**src/rtl/ulbf_slave_rx_ctrl.sv**
```systemverilog
// ULBF slave RX capture sequencer: writes AXI4-Stream beats into RX RAM port A, counts
// TLAST-delimited iterations and raises rxdone. Optional length check: ULBF_RX_LEN_CHECK_EN.
module ulbf_slave_rx_ctrl #(
    parameter int unsigned ADDR_W    = 13,
    parameter int unsigned FRAME_LEN = 256
) (
    input  logic              s_axis_clk,
    input  logic              slave_rst_saxis,
    input  logic [11:0]       niter_saxis,
    input  logic [63:0]       s_axis_tdata,
    input  logic              s_axis_tvalid,
    input  logic              s_axis_tlast,
    output logic              s_axis_tready,
    output logic              ram_ena,
    output logic              ram_wea,
    output logic [ADDR_W-1:0] ram_addra,
    output logic [63:0]       ram_dina,
    output logic              rxdone_saxis,
    output logic [3:0]        current_state_saxis,
    output logic [15:0]       rxram_counter_saxis,
    output logic              len_err
);

    localparam int unsigned CntW = ADDR_W + 1;
    localparam logic [CntW-1:0] LastSlot = {1'b0, {ADDR_W{1'b1}}};

    if (ADDR_W == 0 || ADDR_W > 16 || FRAME_LEN == 0) begin : g_bad_param
        $error("ulbf_slave_rx_ctrl: unsupported ADDR_W or FRAME_LEN");
    end

    typedef enum logic [3:0] {
        StIdle     = 4'd0,
        StArm      = 4'd1,
        StCapture  = 4'd2,
        StDone     = 4'd3,
        StOverflow = 4'd4
    } state_e;

    state_e            state_q, state_d;
    logic [11:0]       niter_prev_q, niter_prev_d;
    logic [11:0]       n_lat_q, n_lat_d;
    logic [11:0]       iter_cnt_q, iter_cnt_d;
    logic [CntW-1:0]   beat_cnt_q, beat_cnt_d;
    logic              ram_ena_q, ram_ena_d;
    logic [ADDR_W-1:0] ram_addra_q, ram_addra_d;
    logic [63:0]       ram_dina_q, ram_dina_d;

    logic        hs;
    logic        arm_ok;
    logic        final_beat;
    logic        last_slot;
    logic [16:0] cnt_ext;

    assign hs         = s_axis_tvalid & s_axis_tready;
    assign arm_ok     = (niter_saxis != 12'd0) && (niter_saxis == niter_prev_q);
    assign final_beat = s_axis_tlast && ((iter_cnt_q + 12'd1) == n_lat_q);
    assign last_slot  = (beat_cnt_q == LastSlot);

    // State register
    always_ff @(posedge s_axis_clk) begin
        if (slave_rst_saxis) begin
            state_q <= StIdle;
        end else begin
            state_q <= state_d;
        end
    end

    // Next-state logic; a final tlast on the last slot wins over overflow
    always_comb begin
        state_d = state_q;
        case (state_q)
            StIdle: begin
                if (arm_ok) begin
                    state_d = StArm;
                end
            end
            StArm, StCapture: begin
                if (hs) begin
                    if (final_beat) begin
                        state_d = StDone;
                    end else if (last_slot) begin
                        state_d = StOverflow;
                    end else begin
                        state_d = StCapture;
                    end
                end
            end
            StDone:     state_d = StDone;
            StOverflow: state_d = StOverflow;
            default:    state_d = StIdle;
        endcase
    end

    // Outputs decoded from the state register only
    always_comb begin
        s_axis_tready       = (state_q == StArm) || (state_q == StCapture);
        rxdone_saxis        = (state_q == StDone);
        current_state_saxis = state_q;
    end

    always_comb begin
        niter_prev_d = niter_saxis;
        n_lat_d      = n_lat_q;
        iter_cnt_d   = iter_cnt_q;
        beat_cnt_d   = beat_cnt_q;
        ram_ena_d    = hs;
        ram_addra_d  = ram_addra_q;
        ram_dina_d   = ram_dina_q;
        if (state_q == StIdle && arm_ok) begin
            n_lat_d = niter_saxis;
        end
        if (hs) begin
            // hs cannot occur past LastSlot, so the beat count never wraps
            beat_cnt_d  = beat_cnt_q + 1'b1;
            ram_addra_d = beat_cnt_q[ADDR_W-1:0];
            ram_dina_d  = s_axis_tdata;
            if (s_axis_tlast) begin
                iter_cnt_d = iter_cnt_q + 12'd1;
            end
        end
    end

    always_ff @(posedge s_axis_clk) begin
        if (slave_rst_saxis) begin
            niter_prev_q <= 12'd0;
            n_lat_q      <= 12'd0;
            iter_cnt_q   <= 12'd0;
            beat_cnt_q   <= '0;
            ram_ena_q    <= 1'b0;
            ram_addra_q  <= '0;
            ram_dina_q   <= 64'd0;
        end else begin
            niter_prev_q <= niter_prev_d;
            n_lat_q      <= n_lat_d;
            iter_cnt_q   <= iter_cnt_d;
            beat_cnt_q   <= beat_cnt_d;
            ram_ena_q    <= ram_ena_d;
            ram_addra_q  <= ram_addra_d;
            ram_dina_q   <= ram_dina_d;
        end
    end

    assign ram_ena   = ram_ena_q;
    assign ram_wea   = ram_ena_q;
    assign ram_addra = ram_addra_q;
    assign ram_dina  = ram_dina_q;

    // A full 2**16 RAM would not fit 16 bits; saturate rather than show zero
    assign cnt_ext             = 17'(beat_cnt_q);
    assign rxram_counter_saxis = cnt_ext[16] ? 16'hFFFF : cnt_ext[15:0];

`ifdef ULBF_RX_LEN_CHECK_EN
    localparam logic [16:0] FrameLen = 17'(FRAME_LEN);

    logic [16:0] fbeat_q, fbeat_d;
    logic [16:0] fbeat_inc;
    logic        len_err_q, len_err_d;

    always_comb begin
        fbeat_inc = fbeat_q + 17'd1;
        fbeat_d   = fbeat_q;
        len_err_d = len_err_q;
        if (hs) begin
            if (s_axis_tlast) begin
                fbeat_d = 17'd0;
                if (fbeat_inc != FrameLen) begin
                    len_err_d = 1'b1;
                end
            end else begin
                fbeat_d = fbeat_inc;
                if (fbeat_inc >= FrameLen) begin
                    len_err_d = 1'b1;
                end
            end
        end
    end

    always_ff @(posedge s_axis_clk) begin
        if (slave_rst_saxis) begin
            fbeat_q   <= 17'd0;
            len_err_q <= 1'b0;
        end else begin
            fbeat_q   <= fbeat_d;
            len_err_q <= len_err_d;
        end
    end

    assign len_err = len_err_q;
`else
    assign len_err = 1'b0;
`endif

endmodule

```
**config.mk**
```make
export PLATFORM = sky130hd
export DESIGN_NAME = ulbf_slave_rx_ctrl
export DESIGN_NICKNAME = d
export VERILOG_FILES = /design/src/rtl/ulbf_slave_rx_ctrl.sv
export SDC_FILE = /design/constraint.sdc
export NUM_CORES = 1
export LEC_CHECK = 0
export BUFFER_PORTS_ARGS = -buffer_cell sky130_fd_sc_hd__buf_2
export CAP_MARGIN = 5
export CORE_ASPECT_RATIO = 1.2
export CORE_MARGIN = 4
export CORE_UTILIZATION = 52
export DETAILED_ROUTE_END_ITERATION = 8
export PLACE_DENSITY = 0.83
export REMOVE_ABC_BUFFERS = 1
export SLEW_MARGIN = 20
export SYNTH_ARGS = -nofsm -noshare
export SYNTH_HDL_FRONTEND = slang
export SYNTH_SLANG_ARGS = --single-unit
```
**constraint.sdc**
```tcl
create_clock -name s_axis_clk -period 6.2 [get_ports s_axis_clk]
set_input_delay 0 -clock s_axis_clk [delete_from_list [all_inputs] [get_ports s_axis_clk]]
set_output_delay 0 -clock s_axis_clk [all_outputs]
set_load 0.005 [all_outputs]
```
==> summary.txt <==
Logic synthesis
  – Post-synth ARST share: 0%
  – Post-synth EDFFs: 0
  – Post-Syn Area: 5240 um^2
  – Yosys warns: 0
  – Cell variety after synth: 45
  – Synthesized instance count: 635
  – Most used DFF post-synth: dfxtp_1
  – Post-synthesis sequential area ratio: 50.1%
  – Syn avg cell area: 8.25 um^2
  – Synthesis-stage register bit count: 131

Finish
  – Commonest non-fill, non-tap cell in the layout: buf_2
  – Layout Utilization: 78.0%
  – Leading cell types in the layout, fill and taps excluded: 176 x buf_2, 171 x nand2_1, 131 x dfxtp_1
  – Layout cells sized above 1: 24.7%
  – # fillers: 616
  – Final layout net count: 955
  – Cell Count, Final, Fillers Out: 1014
  – Area Overhead vs Synth: 43.9%
  – Final instance area: 7540 um^2

Detailed routing
  – Routed length per instance: 17.2 um
  – Vias/cell: 5.39
  – Vias: 5468
  – Starting DRT DRC Count: 389
  – # DRC: 0
  – ANT nets after route: 0
  – Drt first pass iters: 5
  – WL final: 17.4 mm

Clock network
  – Clock root buffer master: clkbuf_16
  – Post_cts resized: 0
  – CTS Sinks: 131
  – Clock buffer depth: 2
  – H-Tree Depth: 4
  – Clk slew on worst S/H paths: 0.05 ns
  – Inserted Clock Buffers: 17
  – Clock latency on the worst-skew pair: 0.42 ns
  – Post-CTS Setup Bufs: 0
  – CTS tree: built
  – CTS hold repair buffers: 78

Critical path
  – CP endpoint kind: register
  – Kind of critical path: reg2reg
  – Cell Chain, Critical Path: xnor2_2 -> or3_2 -> or4_4 -> or3_1 -> a21oi_1
  – Crit path max fanout: 19
  – Data arrival, critical path: 2.90 ns
  – Critical path's slowest cell: or3_2
  – Buf/Inv on CP: 0
  – CP delay by family, top: simple AND/OR/NAND/NOR gates
  – Worst setup SP type: register
  – Worst Path Required: 6.54 ns
  – Worst path max stage delay: 0.64 ns

Pwr
  – Cell Pwr Density: 262 nW/um^2
  – Leak: 3.11 nW
  – Pwr Total: 1.98 mW
  – Max VDD drop: 0.000184 V

STA
  – Post-Route Skew: 0.00915 ns
  – Total Neg Setup Slack: 0 ns
  – Worst Max-Slew Pin Slew: 0.893 ns
  – Final hold violation count: 0
  – RSZ-0062 raised after global routing: false
  – Tcrit/Tclk final: 41.3%
  – Headroom to the max-slew limit: 40.5%
  – Final slew viol count: 0
  – Final Critical Period: 2.56 ns
  – Final setup fails: 0
  – Worst setup margin: 3.64 ns
  – FMAX: 391 MHz
  – Hold slack final: 0.0376 ns

Floorplan
  – Starting Density: 54.2%
  – Die width: 99.6 um
  – Core area: 9660 um^2
  – # rows: 39
  – Die area: 11700 um^2
  – Die H: 118 um
  – IO Pins: 182

Outcome
  – Status: complete, no violations

Place
  – Placed inst area: 6130 um^2
  – Dpl hpwl: 9.67 mm
  – GPL Wtd Cong: 0.887
  – Dpl cells: 899
  – Dpl ws: 3.67 ns
  – PortBufs: 177

Global route
  – Gr ovfl total: 0
  – Antenna violations before repair: 5
  – Met2 Use GR: 51.1%
  – Number of global-route vias before repair: 5739
  – First-pass GRT wire length: 28.0 mm
  – Layer with the highest usage: met2
  – Largest net degree at the start of global routing: 87
  – Grt met3 use: 7.71%
  – GR Util All Layers: 29.7%
  – Routing usage on met1: 31.4%

Flow run
  – Max cap viols: 0

Min path
  – Hold WC Path Type: in2reg
[worst register-to-register path, delay by kind of cell (launching register included)]
kind / cells / cell delay (ns)
and+or+nand+nor: 3 / 1.63
AOI/OAI and AO/OA: 1 / 0.14
xor gates and xnor gates: 1 / 0.17
DFF: 1 / 0.54
[synthesized netlist by cell type (2+ instances only)]
| library cell | number | area, um^2 |
|---|---|---|
| nor2b_1 | 13 | 81.3 |
| nand2b_1 | 2 | 12.5 |
| a21boi_0 | 2 | 15.0 |
| xnor2_1 | 21 | 184 |
| nand2_1 | 171 | 642 |
| clkbuf_1 | 32 | 120 |
| nor4_1 | 10 | 62.6 |
| buf_4 | 5 | 37.5 |
| buf_2 | 2 | 10.0 |
| ha_1 | 2 | 25.0 |
| nand4_1 | 5 | 31.3 |
| a21oi_1 | 87 | 435 |
| buf_6 | 2 | 22.5 |
| or3_1 | 8 | 50.1 |
| buf_1 | 2 | 7.51 |
| nand3_1 | 14 | 70.1 |
| dfxtp_1 | 131 | 2620 |
| nor2_1 | 40 | 150 |
| and3_1 | 3 | 18.8 |
| o21ai_0 | 8 | 40.0 |
| xor2_1 | 24 | 210 |
| or4_1 | 3 | 22.5 |
| inv_1 | 8 | 30.0 |
| nor3_1 | 7 | 35.0 |
| mux2i_1 | 13 | 130 |
[area by class of cell]
type	count	area, um^2	area share (%)
flip-flops and latches	131	2620	34.8
well taps	123	154	2.04
inverters	8	30.0	0.398
clock buffers	20	457	6.06
clock inverters	12	153	2.03
repair buffers	259	1700	22.5
multi-input cells	456	2410	32.0
diodes	5	12.5	0.166
[final timing paths]
kind / endpoint / cells past startpoint / from / slack (ns)
worst min-delay path: beat_cnt_q[12] / 2 / slave_rst_saxis / 0.04
worst max-delay path: beat_cnt_q[13] / 5 / current_state_saxis[0] / 3.64
worst min register to register: ram_addra[6] / 2 / ram_addra[6] / 0.45
worst max register to register: beat_cnt_q[13] / 5 / current_state_saxis[0] / 3.64
[power breakdown]
group,internal (mW),switching (mW)
logic,0.0578,0.0417
clock network,0.653,0.376
registers,0.847,0.00209
total,1.56,0.420
[logic make-up after synthesis]
family	share of synthesized area, %
compound gates	11.3
xor+xnor	7.84
fa+ha+maj	0.478
buf+inv	4.35
flops	50.1
mux	2.48
other cells	0.0716
simple gates	23.4
[metal layers]
layer,vias to the layer above,share of wire (%)
met5,-,0
met4,0,5.7
met3,88,6.9
met2,305,52
met1,2508,35
li1,2567,-
[registers in the layout, summed over array words and instances (netlist names)]
name and cells:
current_state_saxis 3, niter_prev_q 12, ram_dina 64, n_lat_q 12, ram_ena 1, beat_cnt_q 14, iter_cnt_q 12, ram_addra 13
Note: power is estimated with default switching activity, not from simulation.
